==> src/rtl/fifo_pkg.sv <==
// -----------------------------------------------------------------------------
// fifo_pkg
// Items shared by the read-side and write-side pointer blocks of the
// asynchronous FIFO:
//   ADDRSIZE_DEFAULT : default memory address width (depth = 2**ADDRSIZE)
//   gray2bin()       : Gray code -> binary, for pointers up to 32 bits
//   bin2gray()       : binary -> Gray code, for pointers up to 32 bits
// Narrower pointers are zero-extended into the 32-bit argument. Zero upper
// bits map to zero upper bits in both directions, so the low bits of the
// result are the correct narrow conversion.
// -----------------------------------------------------------------------------
package fifo_pkg;

   localparam int ADDRSIZE_DEFAULT = 4;

   function automatic logic [31:0] gray2bin(input logic [31:0] g);
      logic [31:0] b;
      b[31] = g[31];
      for (int i = 30; i >= 0; i--) begin
         b[i] = b[i+1] ^ g[i];
      end
      return b;
   endfunction

   function automatic logic [31:0] bin2gray(input logic [31:0] b);
      return b ^ (b >> 1);
   endfunction

endpackage : fifo_pkg

==> src/rtl/sync_w2r.sv <==
// -----------------------------------------------------------------------------
// sync_w2r
// Two-flop synchronizer that carries the Gray-coded write pointer into the
// read clock domain. Because the pointer is Gray coded, at most one bit
// changes per write, so a sample taken mid-transition resolves to either
// the old or the new pointer value and never to an unrelated one.
// Ports:
//   rclk     in   read-domain clock
//   rrst_n   in   synchronous active-low reset
//   wptr     in   Gray write pointer (asynchronous to rclk)
//   rq2_wptr out  write pointer after two rclk flops
// -----------------------------------------------------------------------------
module sync_w2r
   import fifo_pkg::*;
#(
   parameter int ADDRSIZE = ADDRSIZE_DEFAULT
) (
   input  logic                rclk,
   input  logic                rrst_n,
   input  logic [ADDRSIZE:0]   wptr,
   output logic [ADDRSIZE:0]   rq2_wptr
);

   logic [ADDRSIZE:0] rq1_wptr_q;
   logic [ADDRSIZE:0] rq2_wptr_q;

   always_ff @(posedge rclk) begin
      if (!rrst_n) begin
         rq1_wptr_q <= '0;
         rq2_wptr_q <= '0;
      end else begin
         rq1_wptr_q <= wptr;
         rq2_wptr_q <= rq1_wptr_q;
      end
   end

   assign rq2_wptr = rq2_wptr_q;

endmodule : sync_w2r

==> src/rtl/rptr_empty.sv <==
// -----------------------------------------------------------------------------
// rptr_empty
// Read-side pointer and status logic of an asynchronous FIFO.
// Ports:
//   rclk          in   read-domain clock
//   rrst_n        in   synchronous active-low reset
//   rinc          in   read request
//   wptr          in   Gray write pointer from the write domain
//   rptr          out  Gray read pointer (to the write domain)
//   raddr         out  memory read address
//   rempty        out  FIFO empty
//   ralmost_empty out  rlevel <= AE_THRESH
//   rlevel        out  entries available to read (0..2**ADDRSIZE)
// Read handshake: rinc is the request and ~rempty is the grant. An entry is
// consumed on a rising rclk edge exactly when rinc=1 and rempty=0 at that
// edge; a request while empty is dropped, not queued.
// The status outputs are computed from the pointer the read side is about
// to hold (rgnext / rbnext), so they agree with rptr in the same cycle.
// -----------------------------------------------------------------------------
module rptr_empty
   import fifo_pkg::*;
#(
   parameter int ADDRSIZE  = ADDRSIZE_DEFAULT,
   parameter int AE_THRESH = 2
) (
   input  logic                rclk,
   input  logic                rrst_n,
   input  logic                rinc,
   input  logic [ADDRSIZE:0]   wptr,
   output logic [ADDRSIZE:0]   rptr,
   output logic [ADDRSIZE-1:0] raddr,
   output logic                rempty,
   output logic                ralmost_empty,
   output logic [ADDRSIZE:0]   rlevel
);

   localparam int PW = ADDRSIZE + 1;
   localparam logic [PW-1:0] AE_TH = PW'(AE_THRESH);

   logic [PW-1:0]       rq2_wptr;

   logic [PW-1:0]       rptr_q,   rptr_d;
   logic [ADDRSIZE-1:0] raddr_q,  raddr_d;
   logic                rempty_q, rempty_d;
   logic                ralmost_q, ralmost_d;
   logic [PW-1:0]       rlevel_q, rlevel_d;

   logic [31:0]         rbin_w;
   logic [31:0]         rgnext_w;
   logic [31:0]         wbin_w;
   logic [PW-1:0]       rbin;
   logic [PW-1:0]       rbnext;
   logic [PW-1:0]       rgnext;
   logic [PW-1:0]       wbin;
   logic                rd_grant;

   sync_w2r #(
      .ADDRSIZE (ADDRSIZE)
   ) u_sync_w2r (
      .rclk     (rclk),
      .rrst_n   (rrst_n),
      .wptr     (wptr),
      .rq2_wptr (rq2_wptr)
   );

   always_comb begin
      rbin_w   = gray2bin({{(32-PW){1'b0}}, rptr_q});
      rbin     = rbin_w[PW-1:0];
      rd_grant = rinc & ~rempty_q;
      // Adding in PW bits gives the required modulo-2**PW wrap for free.
      rbnext   = rbin + {{ADDRSIZE{1'b0}}, rd_grant};
      rgnext_w = bin2gray({{(32-PW){1'b0}}, rbnext});
      rgnext   = rgnext_w[PW-1:0];
      wbin_w   = gray2bin({{(32-PW){1'b0}}, rq2_wptr});
      wbin     = wbin_w[PW-1:0];

      rptr_d    = rgnext;
      // Folding the two Gray MSBs turns the low bits into a plain
      // ADDRSIZE-bit Gray count, matching the write side's address.
      raddr_d   = {rgnext[ADDRSIZE] ^ rgnext[ADDRSIZE-1], rgnext[ADDRSIZE-2:0]};
      rempty_d  = (rgnext == rq2_wptr);
      rlevel_d  = wbin - rbnext;
      ralmost_d = (rlevel_d <= AE_TH);
   end

   always_ff @(posedge rclk) begin
      if (!rrst_n) begin
         rptr_q    <= '0;
         raddr_q   <= '0;
         rempty_q  <= 1'b1;
         ralmost_q <= 1'b1;
         rlevel_q  <= '0;
      end else begin
         rptr_q    <= rptr_d;
         raddr_q   <= raddr_d;
         rempty_q  <= rempty_d;
         ralmost_q <= ralmost_d;
         rlevel_q  <= rlevel_d;
      end
   end

   assign rptr          = rptr_q;
   assign raddr         = raddr_q;
   assign rempty        = rempty_q;
   assign ralmost_empty = ralmost_q;
   assign rlevel        = rlevel_q;

endmodule : rptr_empty

==> config.mk <==
export PLATFORM = sky130hd
export DESIGN_NAME = rptr_empty
export DESIGN_NICKNAME = d
export VERILOG_FILES = /design/src/rtl/fifo_pkg.sv /design/src/rtl/sync_w2r.sv /design/src/rtl/rptr_empty.sv
export SDC_FILE = /design/constraint.sdc
export NUM_CORES = 1
export LEC_CHECK = 0
export ABC_AREA = 1
export CAP_MARGIN = 20
export CORE_MARGIN = 3
export CORE_UTILIZATION = 50
export DETAILED_ROUTE_END_ITERATION = 16
export PLACE_DENSITY_LB_ADDON = 0.3
export SYNTH_ARGS = -nofsm -noshare
export SYNTH_HDL_FRONTEND = slang
export SYNTH_SLANG_ARGS = --single-unit
==> constraint.sdc <==
create_clock -name rclk -period 3.6 [get_ports rclk]
set_input_delay 0.36 -clock rclk [delete_from_list [all_inputs] [get_ports rclk]]
set_output_delay 0.36 -clock rclk [all_outputs]
set_load 0.005 [all_outputs]
# Word level (Yosys, flattened, before mapping)
# Index checks and enable logic that the tools add are counted.
[word_totals]
in_bits = 8
word_cells = 23
regBits = 26
out_inout_bits = 16
[classes]
n_bitwise = 12
magnitude_cmp = 1
addsub = 2
eq_ne = 1
[op_table]
columns = ["cell", "count"]
rows = [
  ["$xor 1x1->1", 9],
  ["$add 5x1->5", 1],
  ["$eq 5x5->1", 1],
  ["$le 5x2->1 const B", 1],
  ["$sub 5x5->5", 1],
  ["$xor 5x4->5", 1],
  ["$and 1x1->1", 1],
  ["$not 1->1", 1],
]

# Logic depth before layout (Yosys ltp)
[depth]
depth_word = 7
mapped_depth = 20
mapped_depth_nobuf = 20

# Modules after synthesis
# Synthesis repeated with hierarchy kept, for this count alone.
[hier_totals]
cells_unflattened = 168
area_unflattened_um2 = 1224.9
[modules_own_cells]
columns = ["mod", "cells_each", "instances", "seq_area_each_um2", "area_per_inst_um2"]
rows = [
  ["rptr_empty", 137, 1, 260.2, 938.4],
  ["sync_w2r", 31, 1, 200.2, 286.5],
]

# Worst setup path after synthesis
# Ideal clock, no wire load.
[synth_timing]
path_type = "register -> register"
from = "register rptr_q[4] (netlist: rptr[4])"
to = "register ralmost_q (netlist: ralmost_empty)"
setup_ns = 0.112
stages_incl_launch_ff = 20
path_buffers = 0
required_time_ns = 3.488
slack_ns = 0.570
period_less_slack_ns = 3.030
t_arrival_ns = 2.919
cell_sequence = "dfxtp_1 inv_2 nand2_1 nand2_1 ha_1 inv_1 ha_1 xnor2_1 ha_1 o21ai_0 inv_1 ha_1 a21oi_1 nand2_1 xor2_1 nand2_1 nand2_1 nand2_1 nand2_1 nor2_1"
[synth_via]
elab_chain_len = 7
[synth_rtl]
columns = ["element", "line_no", "text"]
rows = [
  ["from (decl)", "rptr_empty.sv:42", "logic [PW-1:0] rptr_q, rptr_d;"],
  ["from (signal assigned)", "rptr_empty.sv:94", "rptr_q <= rptr_d;"],
  ["$xor 1x1->1 (4 in a row)", "fifo_pkg.sv:20", "b[i] = b[i+1] ^ g[i];"],
  ["$add 5x1->5 *", "rptr_empty.sv:71", "rbnext = rbin + {{ADDRSIZE{1'b0}}, rd_grant};"],
  ["$sub 5x5->5 *", "rptr_empty.sv:82", "rlevel_d = wbin - rbnext;"],
  ["$le 5x2->1 *", "rptr_empty.sv:83", "ralmost_d = (rlevel_d <= AE_TH);"],
  ["to (signal assigned)", "rptr_empty.sv:97", "ralmost_q <= ralmost_d;"],
  ["to (decl)", "rptr_empty.sv:45", "logic ralmost_q, ralmost_d;"],
]
# Mark *: on every way between the ends. The rest lies on a longest branch, timed or not.
# A chain may end at the register's enable or synchronous reset.

# Worst setup path in the final report
# Ends and elaborated chain as after synthesis.

==> metrics.md <==
| Metric | Value |
|---|---|
| Worst Path Arrival | `3.53 ns` |
| Avg Inst Size Synth | `7.19 sq um` |
| Unrepaired setup endpoints after global routing | `no` |
| CTS Root Cell | `clkbuf_4` |
| Distinct cells, synth | `24` |
| Final nets | `212` |
| Worst Setup End Kind | `flip-flop` |
| Row cnt | `17` |
| Core area | `2280 sq um` |
| Area growth from synthesis to layout | `21.7%` |
| Hold buffer count at CTS | `0` |
| Largest area contributor in the netlist | `dfxtp_1` |
| H-tree lvl count | `1` |
| Worst endpoint required time | `3.86 ns` |
| Syn nets | `188` |
| TritonCTS Buffers | `3` |
| Drt via density | `4.86` |
| Hold Path Class | `reg2reg` |
| Setup CP Type | `reg2reg` |
| Antenna-violating nets left | `0` |
| Power Dens Cells | `383 nW/um^2` |
| Seq cells post-synth | `23` |
| Detailed Route WL | `2400 um` |
| CTS Buffer Depth | `2` |
| Initial antenna violation count | `0` |
| Clk slew on worst S/H paths | `0.13 ns` |
| Synth Instances | `172` |
| Final setup fails | `0` |
| VDD IR max | `0.334 mV` |
| Final min period | `3.27 ns` |
| Pre-antenna DRT Iters | `4` |
| First-pass GRT wire length | `4080 um` |
| CTS tree | `done` |
| Global-route usage over all layers | `16.2%` |
| Worst hold margin | `0.427 ns` |
| HPWL after detailed placement | `1960 um` |
| Top cell type's share of synthesized area | `37.2%` |
| IO Pins | `24` |
| Fin. Hold Viols | `0` |
| Fmax achieved | `0.305 GHz` |
| Fin crit share | `91.0%` |
| Final TNS setup | `0 ns` |
| CP Launch Type | `flip-flop` |
| Antenna cell count | `0` |
| Worst-case clock skew | `0.00736 ns` |
| Final core utilization | `66.2%` |
| # Post-CTS Setup Buffers | `0` |
| Number of global-route vias before repair | `1021` |
| Gpl congestion | `0.811` |
| Number of max-cap violations | `0` |
| CTS sink count | `23` |
| Rel. slew slack | `65.8%` |
| Synth async-reset ratio | `0%` |
| Initial core utilization | `54.4%` |
| GRT overflow | `0` |
| Width of the die | `55.8 um` |
| Largest net degree at the start of global routing | `16` |
| Number of synthesized flops with an enable pin | `0` |
| Die boundary height | `55.8 um` |
| Post-Syn Area | `1240 sq um` |
| Tightest Pin Transition | `0.511 ns` |
| Avg WL per Cell | `10.8 um` |
| Share of cells above drive strength 1 | `7.18%` |
| Outcome | `finished clean` |
| Drt drc | `0` |
| Leakage | `0.783 nW` |
| Sequential area share after synthesis | `37.2%` |
| CP Max Fanout | `7` |
| Max-slew violations | `0` |
| Later-pin clock latency in the skew report | `0.31 ns` |
| Port Buf Inserts | `23` |
| Total of warnings raised by yosys | `0` |
| Drt initial violations | `14` |
| Synth area leaders | `dfxtp_1 37%, nand2_1 15%, inv_1 9.7%` |
| Vias | `1084` |
| Main flop type after synthesis | `dfxtp_1` |
| Full die area | `3110 sq um` |
## registers in the layout, indices dropped and copies added (netlist names)
register / count
rempty: 1
ralmost_empty: 1
u_sync_w2r.rq2_wptr: 5
u_sync_w2r.rq1_wptr_q: 5
raddr: 1
rptr: 5
rlevel: 5
## cell type report
cell class / count / area, sq um
timing repair buffer: 23 / 230
tap: 28 / 35.0
clock inverter: 1 / 5.00
clock buffer: 3 / 22.5
sequential: 23 / 460
inverter: 35 / 131
multi-input combinational: 110 / 622
fill: 208 / 769
## cell usage in the layout (no fill, tap or decap)
| cell type | count |
|---|---|
| dfxtp_1 | 23 |
| nand3b_1 | 1 |
| nand2_2 | 2 |
| clkbuf_4 | 3 |
| clkinv_2 | 1 |
| a21oi_1 | 6 |
| inv_1 | 32 |
| nand3_2 | 2 |
| xnor2_2 | 1 |
| nand2_1 | 51 |
| o211ai_1 | 1 |
| clkdlybuf4s50_1 | 23 |
| clkinv_1 | 2 |
| xor2_2 | 2 |
| ha_2 | 1 |
| fa_1 | 1 |
| nand3_1 | 17 |
| nor2_1 | 8 |
| a21o_1 | 1 |
| nor2_2 | 1 |
| nand4_1 | 1 |
| inv_2 | 1 |
| xor2_1 | 3 |
| ha_1 | 6 |
| xnor2_1 | 2 |
| o21ai_1 | 1 |
| o21ai_0 | 2 |
## metrics by stage
stage,total power [W],instance area [sq um],setup WS (ns),instances
after floorplan,0.000395,1240,0.570,172
after global placement,0.000460,1480,0.425,219
after detailed placement,0.000464,1480,0.262,219
after CTS,0.000586,1500,0.234,223
after global routing,0.000617,1510,0.0399,223
final,0.000576,1510,0.325,223
## metal layers
metal  GRT usage (%)  share of wire (%)
met2            29.6                 50
met4            5.21               0.96
met1            18.9                 44
met3            2.78                4.5
met5               0                  0
## power by group
group	internal, W	total, W	switching, W
Sequential	0.000279	0.000290	0.0000107
Combinational	0.0000873	0.000166	0.0000784
Clock	0.0000415	0.000121	0.0000790
## worst paths after layout
| check | from | slack (ns) | depth (start not counted) | to |
|---|---|---|---|---|
| setup / recovery | rptr[4]$_SDFF_PN0_ | 0.33 | 20 | ralmost_empty$_SDFF_PN1_ |
| hold / removal | u_sync_w2r.rq1_wptr_q[0]$_SDFF_PN0_ | 0.43 | 2 | u_sync_w2r.rq2_wptr[0]$_SDFF_PN0_ |
| setup reg to reg | rptr[4]$_SDFF_PN0_ | 0.33 | 20 | ralmost_empty$_SDFF_PN1_ |
| hold reg to reg | u_sync_w2r.rq1_wptr_q[0]$_SDFF_PN0_ | 0.43 | 2 | u_sync_w2r.rq2_wptr[0]$_SDFF_PN0_ |
## what timing repair did
action,in CTS,in global routing
hold endpoints to repair,0,0
endpoints found under the setup margin,0,1
gates resized for setup,0,2
## worst max-delay path, cell delays in order, from the launching register on
cell     delay, ns
dfxtp_1       0.44
inv_2         0.08
nand2_1       0.12
nand2_1       0.09
ha_1          0.29
inv_1         0.06
ha_1          0.31
xnor2_1       0.17
ha_2          0.26
nand2_1       0.07
o21ai_1       0.14
inv_1         0.12
ha_1          0.35
a21oi_1       0.16
nand2_1       0.10
xor2_1        0.15
nand2_1       0.06
nand2_1       0.06
nand2_1       0.06
nand2_1       0.04
nor2_1        0.08
## cell usage after synthesis, types with 2 or more instances
master    count
nand2_1      51
inv_1        32
dfxtp_1      23
nand3_1      17
nor2_1        8
ha_1          7
a21oi_1       6
buf_4         3
o21ai_0       3
xor2_1        3
clkinv_1      2
nand2_2       2
nand3_2       2
xnor2_1       2
xor2_2        2
## cell families after synthesis
family | count (synthesis) | share of synthesized area, %
flip-flops | 23 | 37.2
AND/OR/NAND/NOR | 83 | 29.0
AO/OA/AOI/OAI | 11 | 4.85
adder cells (fa/ha/maj) | 8 | 8.70
XOR/XNOR | 8 | 7.48
buffers and inverters | 39 | 12.7
Note: power is estimated with default switching activity, not from simulation.
==> patch (same flow settings) <==
Change the package constant `ADDRSIZE_DEFAULT` from 4 to 8.
--- a/src/rtl/fifo_pkg.sv
+++ b/src/rtl/fifo_pkg.sv
@@ -12,5 +12,5 @@
 package fifo_pkg;
 
-   localparam int ADDRSIZE_DEFAULT = 4;
+   localparam int ADDRSIZE_DEFAULT = 8;
 
    function automatic logic [31:0] gray2bin(input logic [31:0] g);
Interface: changed (resized raddr, rlevel, rptr and wptr); port bits go from 24 to 40. No check against the original RTL was run, so the function may have changed too.
==> patch against the unedited design <==
  * The flow now finishes with violations (negative setup slack)
  * Wire length rose to 2.6 times the old value
  * Total power increased by 120%
  * Die area rose by 76%
  * Synthesized area is 86% higher
  * Sequential cell count rose by 16
  * Fmax fell by 24%
  * Worst setup slack lost 1.1 ns
  * Cell area grew 140%
==> patch: results <==
export IMPL_status="finished with violations"
export IMPL_violations="negative setup slack"
export IMPL_initialDrtViolationCount=87
export IMPL_hpwl_um=3770
export IMPL_final_layout_size_suffix_gt1_share_pct=42.1
export IMPL_synthTopCellsByCount="inv_1 (54), nand2_1 (45), dfxtp_1 (39)"
export IMPL_seq_area_frac_synth_pct=33.8
export IMPL_track_usage_pct=20.5
export IMPL_finalSetupViolations=17
export IMPL_tns_ns=-6.62
export IMPL_reg2regPathDepth=26
export IMPL_wl_met3_um=393
export IMPL_met2_length_um=3270
export IMPL_gp_congestion=0.768
export IMPL_synth_compound_area_share_pct=4.83
export IMPL_synthXorXnorAreaFrac_pct=14.2
export IMPL_areaGrowthSynthToFinish_pct=59.4
export IMPL_fin_cells=420
export IMPL_fin_ws_ns=-0.731
export IMPL_grt_pass1_vias=1858
export IMPL_timing_rr_start="rptr[7]"
export IMPL_syn_inst=277
export IMPL_multi_input_comb_area_um2=1660
export IMPL_cp_arrival_ns=4.53
export IMPL_seq_cell_count=39
export IMPL_root_buffer="clkbuf_8"
export IMPL_holdWs_ns=0.411
export IMPL_drt_total_wl_um=6140
export IMPL_layout_nets=395
export IMPL_nClkBuffers=6
export IMPL_holdPathEnd="u_sync_w2r.rq2_wptr[3]"
export IMPL_seq_area_um2=783
export IMPL_hp_start="u_sync_w2r.rq1_wptr_q[3]"
export IMPL_clock_cell_area_share_pct=2.38
export IMPL_buf_share_pct=23.4
export IMPL_chipWidth_um=73.9
export IMPL_ys_types=33
export IMPL_fill_cells=249
export IMPL_grt_max_degree=26
export IMPL_cts_buffers=5
export IMPL_ir_worst_vdd_mv=0.373
export IMPL_portBuffers=39
export IMPL_skew_ns=0.00846
export IMPL_slew_headroom_pct=58.4
export IMPL_grtUsageMet2_pct=36.3
[patch: cell types whose count changed after synthesis, moves of 7 or more]
cell	before	now
dfxtp_1	23	39
ha_1	7	14
inv_1	32	54
xor2_1	3	12
nor2_1	8	19
[patch: report_power, final]
| part | switching [W] | total (W) | leakage [nW] | internal, W |
|---|---|---|---|---|
| sequential | 0.0000162 | 0.000484 | 0.322 | 0.000468 |
| clock | 0.000155 | 0.000306 | 0.0470 | 0.000150 |
| combinational | 0.000241 | 0.000502 | 1.37 | 0.000260 |
[patch: worst max path at each step]
stage / cells past startpoint / slack (ns) / to / startpoint
3_3_place_gp: 26 / -0.54 / ralmost_empty / rptr[7]
2_1_floorplan: 26 / -0.52 / ralmost_empty / rptr[7]
5_1_grt: 28 / -0.84 / ralmost_empty / rptr[7]
3_5_place_dp: 27 / -0.65 / ralmost_empty / rptr[7]
4_1_cts: 26 / -0.64 / ralmost_empty / rptr[7]
6_report: 26 / -0.73 / ralmost_empty / rptr[7]
[patch: timing repair]
action	4_1_cts	5_1_grt
gates cloned	0	0
buffers inserted	3	13
pin swaps	16	10
gates resized for setup	17	38
endpoints found under the setup margin	15	18
[patch: critical path, cell delays in order (launching register included)]
cell and delay (ns):
dfxtp_2 0.34, xor2_2 0.18, ha_1 0.28, inv_2 0.05, ha_4 0.26, inv_4 0.04
ha_4 0.26, inv_2 0.04, ha_4 0.26, inv_2 0.04, ha_4 0.26, inv_4 0.03
ha_4 0.23, xnor2_4 0.13, ha_4 0.29, ha_4 0.14, inv_4 0.04, fa_2 0.56
inv_1 0.06, o21ai_0 0.31, nor2_2 0.08, nand2_1 0.06, nand2_1 0.05, nand2_1 0.07
nor2_1 0.04, nand2_1 0.07, nor2_2 0.03
